==> config.mk <==
export PLATFORM = sky130hd
export DESIGN_NAME = datapath_param
export DESIGN_NICKNAME = d
export VERILOG_FILES = /design/src/rtl/datapath_param.sv
export SDC_FILE = /design/constraint.sdc
export NUM_CORES = 2
export LEC_CHECK = 0
export ABC_AREA = 1
export CORE_ASPECT_RATIO = 1.5
export CORE_MARGIN = 5
export CORE_UTILIZATION = 35
export CTS_CLUSTER_SIZE = 8
export DETAILED_ROUTE_END_ITERATION = 7
export GPL_TIMING_DRIVEN = 0
export PLACE_DENSITY_LB_ADDON = 0.05
export SLEW_MARGIN = 25
export SYNTH_ARGS = -nofsm -noshare
export SYNTH_HDL_FRONTEND = slang
export SYNTH_SLANG_ARGS = --single-unit
==> constraint.sdc <==
create_clock -name clk -period 4.15 [get_ports clk]
set_input_delay 0.83 -clock clk [delete_from_list [all_inputs] [get_ports clk]]
set_output_delay 0.83 -clock clk [all_outputs]
set_load 0.05 [all_outputs]
==> src/rtl/datapath_param.sv <==
// BPF-style CPU datapath: A/X accumulators, PC with conditional branch, handshaked ALU,
// scratch regfile and LUT-RAM immediate / jump-offset tables, sequenced by axis_cpu.
module datapath_param #(
    parameter int DATA_WIDTH         = 32,
    parameter int CODE_ADDR_WIDTH    = 10,
    parameter int JMP_OFF_WIDTH      = 8,
    parameter int TABLE_ADDR_WIDTH   = 4,
    parameter int SCRATCH_ADDR_WIDTH = 4
) (
    input  logic                          clk,
    input  logic                          rst_n,
    input  logic [1:0]                    A_sel,
    input  logic                          A_en,
    input  logic [1:0]                    X_sel,
    input  logic                          X_en,
    input  logic [1:0]                    PC_sel,
    input  logic                          PC_en,
    input  logic [1:0]                    cond_sel,
    input  logic [CODE_ADDR_WIDTH-1:0]    jmp_correction,
    input  logic                          B_sel,
    input  logic [3:0]                    ALU_sel,
    input  logic                          ALU_en,
    input  logic                          ALU_ack,
    output logic                          ALU_vld,
    output logic [DATA_WIDTH-1:0]         ALU_out,
    output logic                          eq,
    output logic                          gt,
    output logic                          ge,
    output logic                          set,
    output logic                          branch_stall,
    input  logic [TABLE_ADDR_WIDTH-1:0]   utility_addr,
    input  logic                          imm_sel_en,
    input  logic                          jmp_off_sel_en,
    input  logic                          imm_wr_en,
    input  logic [TABLE_ADDR_WIDTH-1:0]   imm_wr_addr,
    input  logic [DATA_WIDTH-1:0]         imm_wr_data,
    input  logic                          jmp_off_wr_en,
    input  logic [TABLE_ADDR_WIDTH-1:0]   jmp_off_wr_addr,
    input  logic [JMP_OFF_WIDTH-1:0]      jmp_off_wr_data,
    input  logic [SCRATCH_ADDR_WIDTH-1:0] regfile_addr,
    input  logic                          regfile_sel,
    input  logic                          regfile_wr_en,
    output logic [CODE_ADDR_WIDTH-1:0]    PC_out,
    output logic [DATA_WIDTH-1:0]         A_out,
    output logic [DATA_WIDTH-1:0]         X_out
);

    localparam int DW  = DATA_WIDTH;
    localparam int CAW = CODE_ADDR_WIDTH;
    localparam int JOW = JMP_OFF_WIDTH;
    localparam int TAW = TABLE_ADDR_WIDTH;
    localparam int SAW = SCRATCH_ADDR_WIDTH;
    localparam logic [DW-1:0]  L_DW     = DW'(DW);
    localparam logic [CAW-1:0] L_PC_ONE = CAW'(1);

    localparam logic [1:0] A_IMM = 2'd0, A_MEM = 2'd1, A_ALU = 2'd2, A_X = 2'd3;
    localparam logic [1:0] X_IMM = 2'd0, X_MEM = 2'd1, X_A = 2'd2;
    localparam logic [1:0] PC_INC = 2'd0, PC_JMP = 2'd1, PC_BR = 2'd2;

    typedef enum logic {S_IDLE, S_VALID} alu_state_t;

    logic [DW-1:0]  r_imm_mem [0:(1<<TAW)-1];
    logic [JOW-1:0] r_jmp_mem [0:(1<<TAW)-1];
    logic [DW-1:0]  r_scr_mem [0:(1<<SAW)-1];

    logic [DW-1:0]  r_a, r_x, r_alu_out;
    logic [CAW-1:0] r_pc;
    logic [TAW-1:0] r_imm_sel, r_jmp_sel;
    logic           r_eq, r_gt, r_ge, r_set;
    alu_state_t     r_alu_state, w_alu_state_nxt;

    logic [DW-1:0]  w_imm, w_mem, w_alu_b, w_shamt, w_alu_res;
    logic [JOW-1:0] w_jmp_off;
    logic [CAW-1:0] w_jmp_ext, w_pc_inc, w_pc_jmp, w_pc_nxt;
    logic           w_alu_cap, w_flag, w_stall;

    // Tables and scratch are plain LUT-RAM: no reset, write on edge, comb read.
    always_ff @(posedge clk) begin
        if (imm_wr_en)     r_imm_mem[imm_wr_addr]     <= imm_wr_data;
        if (jmp_off_wr_en) r_jmp_mem[jmp_off_wr_addr] <= jmp_off_wr_data;
        if (regfile_wr_en) r_scr_mem[regfile_addr]    <= regfile_sel ? r_x : r_a;
    end

    assign w_imm     = r_imm_mem[r_imm_sel];
    assign w_jmp_off = r_jmp_mem[r_jmp_sel];
    assign w_mem     = r_scr_mem[regfile_addr];

    generate
        if (JOW >= CAW) begin : g_off_trunc
            assign w_jmp_ext = w_jmp_off[CAW-1:0];
        end else begin : g_off_sext
            assign w_jmp_ext = {{(CAW-JOW){w_jmp_off[JOW-1]}}, w_jmp_off};
        end
    endgenerate

    // ALU operands and result
    assign w_alu_b = B_sel ? w_imm : r_x;
    assign w_shamt = w_alu_b % L_DW;

    always_comb begin
        w_alu_res = w_alu_b;
        case (ALU_sel)
            4'd0: w_alu_res = r_a + w_alu_b;
            4'd1: w_alu_res = r_a - w_alu_b;
            4'd2: w_alu_res = r_a & w_alu_b;
            4'd3: w_alu_res = r_a | w_alu_b;
            4'd4: w_alu_res = r_a ^ w_alu_b;
            4'd5: w_alu_res = r_a << w_shamt;
            4'd6: w_alu_res = r_a >> w_shamt;
            4'd7: w_alu_res = -r_a;
            default: w_alu_res = w_alu_b;
        endcase
    end

    // A pending result is never overwritten until the consumer has acked it.
    always_comb begin
        w_alu_state_nxt = r_alu_state;
        w_alu_cap       = 1'b0;
        case (r_alu_state)
            S_IDLE: begin
                if (ALU_en) begin
                    w_alu_cap       = 1'b1;
                    w_alu_state_nxt = S_VALID;
                end
            end
            S_VALID: begin
                if (ALU_ack) begin
                    if (ALU_en) w_alu_cap       = 1'b1;
                    else        w_alu_state_nxt = S_IDLE;
                end
            end
            default: w_alu_state_nxt = S_IDLE;
        endcase
    end

    always_ff @(posedge clk or negedge rst_n) begin
        if (!rst_n) begin
            r_alu_state <= S_IDLE;
            r_alu_out   <= '0;
            r_eq        <= 1'b0;
            r_gt        <= 1'b0;
            r_ge        <= 1'b0;
            r_set       <= 1'b0;
        end else begin
            r_alu_state <= w_alu_state_nxt;
            if (w_alu_cap) begin
                r_alu_out <= w_alu_res;
                r_eq      <= (r_a == w_alu_b);
                r_gt      <= (r_a >  w_alu_b);
                r_ge      <= (r_a >= w_alu_b);
                r_set     <= ((r_a & w_alu_b) != '0);
            end
        end
    end

    assign ALU_vld = (r_alu_state == S_VALID);

    always_comb begin
        case (cond_sel)
            2'd0:    w_flag = r_eq;
            2'd1:    w_flag = r_gt;
            2'd2:    w_flag = r_ge;
            default: w_flag = r_set;
        endcase
    end

    // A branch cannot resolve until a flag set is valid, so the PC waits.
    assign w_stall  = PC_en && (PC_sel == PC_BR) && !ALU_vld;
    assign w_pc_inc = r_pc + L_PC_ONE;
    assign w_pc_jmp = r_pc + w_jmp_ext - jmp_correction;

    always_comb begin
        case (PC_sel)
            PC_INC:  w_pc_nxt = w_pc_inc;
            PC_JMP:  w_pc_nxt = w_pc_jmp;
            PC_BR:   w_pc_nxt = w_flag ? w_pc_jmp : w_pc_inc;
            default: w_pc_nxt = r_pc;
        endcase
    end

    always_ff @(posedge clk or negedge rst_n) begin
        if (!rst_n) begin
            r_a       <= '0;
            r_x       <= '0;
            r_pc      <= '0;
            r_imm_sel <= '0;
            r_jmp_sel <= '0;
        end else begin
            if (A_en) begin
                case (A_sel)
                    A_IMM:   r_a <= w_imm;
                    A_MEM:   r_a <= w_mem;
                    A_ALU:   r_a <= r_alu_out;
                    A_X:     r_a <= r_x;
                    default: r_a <= r_a;
                endcase
            end
            if (X_en) begin
                case (X_sel)
                    X_IMM:   r_x <= w_imm;
                    X_MEM:   r_x <= w_mem;
                    X_A:     r_x <= r_a;
                    default: r_x <= '0;
                endcase
            end
            if (PC_en && !w_stall) r_pc      <= w_pc_nxt;
            if (imm_sel_en)        r_imm_sel <= utility_addr;
            if (jmp_off_sel_en)    r_jmp_sel <= utility_addr;
        end
    end

    assign branch_stall = w_stall;
    assign ALU_out      = r_alu_out;
    assign eq           = r_eq;
    assign gt           = r_gt;
    assign ge           = r_ge;
    assign set          = r_set;
    assign PC_out       = r_pc;
    assign A_out        = r_a;
    assign X_out        = r_x;

endmodule
Yosys cells after proc, flatten, opt, wreduce, memory -nomap -nowiden:

Memories as Yosys holds them, arrays and structs flattened.
Index checks and enable logic that the tools add are counted.

* equality and inequality tests: 17
* muxes and demuxes: 19
* shifts and indexed selects: 2
* order comparisons: 2
* reductions and logical operators: 13
* bitwise logic cells: 4
* add/sub/neg operators: 6

Operator list (number)
* case mux 32 bit (8 select lines): 1
* case mux 32 bit (4 select lines): 1
* case mux 32 bit (3 select lines): 1
* 2-to-1 mux 32 bit: 2
* adder 32 bit: 1
* AND 32 bit: 1
* equality test 32 bit: 1
* greater-or-equal comparator 32 bit: 1
* > comparator 32 bit: 1
* negation 32 bit: 1
* OR 32 bit: 1
* nonzero test 32 bit: 1
* left shift 32 x 5 -> 32 bit: 1
* right shift 32 x 5 -> 32 bit: 1
* subtractor 32 bit: 1
* bitwise XOR 32 bit: 1
* case mux 10 bit (3 select lines): 1
* equality test 4 x 3 -> 1 bit, second input constant: 4
* adder 10 x 1 -> 10 bit, second input constant: 1
* adder 10 bit: 1
* equality test 2 bit, second input constant: 5
* 2-to-1 mux 10 bit: 1
* subtractor 10 bit: 1
* 2-to-1 mux 1 bit: 9
* 12 further kinds: 23

* memories: 3
* register bits after elaboration: 119
* word-level logic and storage cells: 77
* RAM bits: 1152

Memory list
* r_imm_mem: words 16, bits a word 32, rd ports 1, clocked after memory_dff 0, wr ports 1, line 62 `logic [DW-1:0] r_imm_mem [0:(1<<TAW)-1];`
* r_scr_mem: words 16, bits a word 32, rd ports 1, clocked after memory_dff 0, wr ports 1, line 64 `logic [DW-1:0] r_scr_mem [0:(1<<SAW)-1];`
* r_jmp_mem: words 16, bits a word 8, rd ports 1, clocked after memory_dff 0, wr ports 1, line 63 `logic [JOW-1:0] r_jmp_mem [0:(1<<TAW)-1];`

Depth between registers and ports, before layout:

* depth in word-level cells: 6
* gate-level depth with buffers: 31
* mapped depth without buffers: 28

Worst setup path before layout:

No wires, ideal clock.

* kind: input -> register
* from: input regfile_addr[1]
* to: memory r_scr_mem[3][0] in the netlist's numbering, enable pin
* path buffers: 5
* path slack: 334 ps
* data required time: 3729 ps
* library setup time: 421 ps
* data arrival time: 3395 ps
* stages: 7
* cell sequence: buf_2 > buf_2 > buf_2 > buf_2 > buf_1 > nand3_1 > nor2_1

RTL lines
* start: declaration: line 40 `input logic [SCRATCH_ADDR_WIDTH-1:0] regfile_addr,`
* end: declaration: line 64

Straight into the memory's write port.

Worst setup path in the final report:

* from: register r_imm_sel[0]
* to: register r_alu_out[20], in the netlist ALU_out[20]

* longest elaborated chain between the ends: 4

Ends and longest elaborated chain
* start: declaration: line 68 `logic [TAW-1:0] r_imm_sel, r_jmp_sel;`
* start signal: assignment: line 207 `if (imm_sel_en) r_imm_sel <= utility_addr;`
* memory (16 x 32 bit) *
* 2-to-1 mux 32 bit *: line 97 `assign w_alu_b = B_sel ? w_imm : r_x;`
* subtractor 32 bit (tied with other cells): line 104 `4'd1: w_alu_res = r_a - w_alu_b;`
* case mux 32 bit (8 select lines) *: line 102 `case (ALU_sel)`
* end signal: assignment: line 147 `r_alu_out <= w_alu_res;`
* end: declaration: line 66 `logic [DW-1:0] r_a, r_x, r_alu_out;`

Mark *: on every way between the ends. The rest lies on a longest branch, timed or not.
A chain may end at the register's enable or synchronous reset.

==> results by group <==
Setup path
  • Setup crit end kind: flop
  • Flop2flop setup slack: -0.74 ns
  • Crit path top cell by count: buf_12
  • Critical Path Fanout Max: 8
  • Max incr delay on CP: about 0.47 ns
  • Critical setup path kind: flop to flop
  • Worst Path Arrival: 5.55 ns
  • Worst setup startpoint: r_imm_sel[0]$_DFFE_PN0P_
  • Crit Reg-Reg Endpoint: ALU_out[20]$_DFFE_PN0P_
  • Req. time, crit path: 4.81 ns
  • Critical Path End: ALU_out[20]$_DFFE_PN0P_
  • Max stage delay cell, worst path: o211ai_1
  • Worst setup SP type: flop
  • FF-to-FF path depth: 28
  • FF-to-FF Start: r_imm_sel[0]$_DFFE_PN0P_

Floorplan
  • Starting Density: 35.1%
  • Core box area: 0.175 sq mm
  • Boundary Pins: 204
  • Row cnt: 188
  • Full die area: around 0.18 sq mm
  • Die height: 523 um
  • Die width: around 350 um

Synth
  • Post-Syn Instances: about 5,900
  • Warnings from Yosys: 0
  • Sequential share of the synthesized area: roughly 60%
  • Async SR Flop Fraction: 9.36%
  • Synth top area share: between 50% and 60%
  • Synth top area cells: edfxtp_1, nand3_1, nand2_1
  • Synth area leader: edfxtp_1
  • Yosys cell types: 60
  • Synth Area per Inst: 10.4 sq um
  • Top FF cell, synth: edfxtp_1
  • Register bit total from synthesis: 1,271
  • Post-synthesis net count: 6,154
  • Post-synth EDFFs: 1,152
  • Top-count cell post-synth: edfxtp_1
  • Most frequent cells after synthesis: edfxtp_1, nand2_1, nand3_1
  • Mapped cell area: roughly 0.06 sq mm

Global routing
  • GRT Overall Usage: 30.2%
  • First-pass GRT wire length: 397,000 um
  • Pin count of the biggest net entering global routing: between 60 and 70
  • Total congestion overflow: 0
  • Antenna violations before repair: 12
  • Vias in the first global route: 51,400

Clock tree
  • Inserted Clock Buffers: 177
  • Max Buffers Root-to-Sink: 3
  • CTS sink count: 1,271
  • CTS tree: built
  • H-tree levels: 4
  • Clock transition at path regs: approximately 0.050 ns
  • Clk root buf: clkbuf_16
  • Worst-Skew Late Latency: 0.81 ns

Routing
  • Drt drc: 0
  • Post-route ant nets: 0
  • Iter 0 DRT Violations: 4,830
  • Via-per-instance ratio: slightly below 6
  • Wire per inst: ~32 um
  • Routed vias: ~52,000
  • DRT Pass-1 Iters: 6
  • Total wire length: approximately 290,000 um

Place
  • Port bufs: 199
  • DP Worst Slack: -3.17 ns
  • HPWL Detailed: about 210,000 um
  • Gp weighted congestion: about 1.0

Timing
  • Final min period: 4.89 ns
  • Setup TNS: -9.71 ns
  • Final Max Tran Viols: 0
  • Final Worst Setup Slack: -0.737 ns
  • Worst slew margin: 21.3%
  • Final hold vios: 0
  • Worst-margin pin slew: 1.18 ns
  • Fmax: 205 MHz
  • # setup viols final: 25
  • Worst clock skew: 0.0494 ns
  • RSZ-0062 raised after global routing: yes
  • Fin crit share: 118%

Power and ir drop
  • Clock power share: about a third
  • P_sw: 0.0146 W
  • Net Sw Frac: 35.7%
  • Lkg Pwr: approximately 28 nW
  • PwrDens: 520 mW/mm^2
  • Comb pwr share: between 20% and 30%
  • VDD IR max: 0.404 mV
  • Internal power: 0.0264 W
  • Sequential power share: a little under two fifths

Layout
  • Final-layout fill cell count: 16,500
  • Nets@finish: 6,781
  • Layout cell share with drive strength beyond 1: about 19%
  • Area delta synth->final: 28.4%

Outcome
  • Status: finished, violations left
  • Failing checks: setup timing

Hold path
  • Worst hold path type: input pin to flop

Job
  • Max-Cap Viols: 0
[power by group through the flow]
stage | sequential [W] | clock (W) | combinational, W
after CTS | 0.0153 | 0.0137 | 0.0113
after detailed placement | 0.0155 | 0 | 0.00993
final | 0.0153 | 0.0134 | 0.0123
after floorplan | 0.0159 | 0 | 0.00476
after global placement | 0.0155 | 0 | 0.00970
after global routing | 0.0153 | 0.0142 | 0.0129
[per-stage QoR]
step                hold slack, ns  utilization, %  cell area [sq um]  total power (W)  cells
floorplan                    0.534               -              61400           0.0207   5930
global placement             0.514            37.9              66300           0.0252   8409
detailed placement           0.519            39.2              68500           0.0254   8496
CTS                          0.434            44.1              77100           0.0403   8863
global route                 0.494            45.1              78800           0.0424   8929
finish                       0.504            45.1              78900           0.0410   8934
[metal layers]
metal  vias to the layer above  wire, um  GRT usage [%]
li1                      22900         -              -
met1                     26300    107000           34.9
met2                      2296    142000           52.5
met3                       773     19400           6.00
met4                         8     19700           17.5
met5                         -        60              0
[repair_timing]
| item | in CTS | in global routing |
|---|---|---|
| buffers inserted | 96 | 66 |
| pin swaps | 132 | 180 |
| gates cloned | 8 | 4 |
| hold buffers | 1 | 0 |
| hold endpoints to repair | 7 | 0 |
| resized for setup | 715 | 325 |
| endpoints found under the setup margin | 42 | 69 |
[cell type report]
class | instances | area [sq um] | share of cell area [%]
Sequential cell | 1271 | 37600 | 47.7
Multi-Input combinational cell | 3934 | 23900 | 30.3
Timing Repair Buffer | 461 | 5630 | 7.14
Clock buffer | 255 | 4740 | 6.02
Tap cell | 2280 | 2850 | 3.62
Buffer | 355 | 2460 | 3.13
Inverter | 357 | 1380 | 1.75
Clock inverter | 14 | 325 | 0.413
Antenna cell | 7 | 17.5 | 0.0222
[worst max-delay path: cells and delay by family, from the launching register on]
kind	cells	cell delay (ns)
simple gates	7	0.91
buf+inv	10	1.41
compound gates	10	1.57
fa+ha+maj	1	0.44
flops	1	0.33
[cell families after synthesis]
kind of cell    synth area share [%]
xor+xnor                       0.228
flops                           61.2
simple gates                    17.0
fa+ha+maj                       2.82
compound gates                  13.5
buf+inv                         4.86
mux                            0.505
[sequential cells by signal, summed over array words and instances, names as in the netlist, 4 cells and up]
name,count
r_imm_mem,512
r_imm_sel,4
r_jmp_sel,4
r_scr_mem,512
ALU_out,32
PC_out,10
A_out,32
X_out,32
r_jmp_mem,128
[how the worst min path moves through the flow]
| stage | cells past startpoint | end | slack (ns) | start |
|---|---|---|---|---|
| CTS | 2 | A_out[15]$_DFFE_PN0P_ | 0.43 | A_en |
| finish | 2 | A_out[15]$_DFFE_PN0P_ | 0.50 | A_en |
| global placement | 2 | set$_DFFE_PN0P_ | 0.51 | set$_DFFE_PN0P_ |
| floorplan | 0 | ALU_out[0]$_DFFE_PN0P_ | 0.53 | rst_n |
| detailed placement | 2 | set$_DFFE_PN0P_ | 0.52 | set$_DFFE_PN0P_ |
| global route | 3 | A_out[3]$_DFFE_PN0P_ | 0.49 | A_en |
[cell usage in the layout, fill, tap and decap left out, types with 57 or more instances in the layout]
master / count
o221ai_1: 99
o21ai_1: 69
nor2_1: 471
nor2_4: 60
buf_4: 164
clkbuf_1: 199
clkbuf_16: 187
a31oi_1: 114
edfxtp_1: 1152
nand2_1: 793
buf_6: 65
o21ai_2: 57
a22oi_1: 131
clkdlybuf4s50_1: 198
buf_2: 59
a21oi_1: 151
dfrtp_1: 115
o21ai_0: 425
inv_1: 297
ha_1: 79
o211ai_1: 59
nand3_1: 733
(Power assumes the default switching activity.)
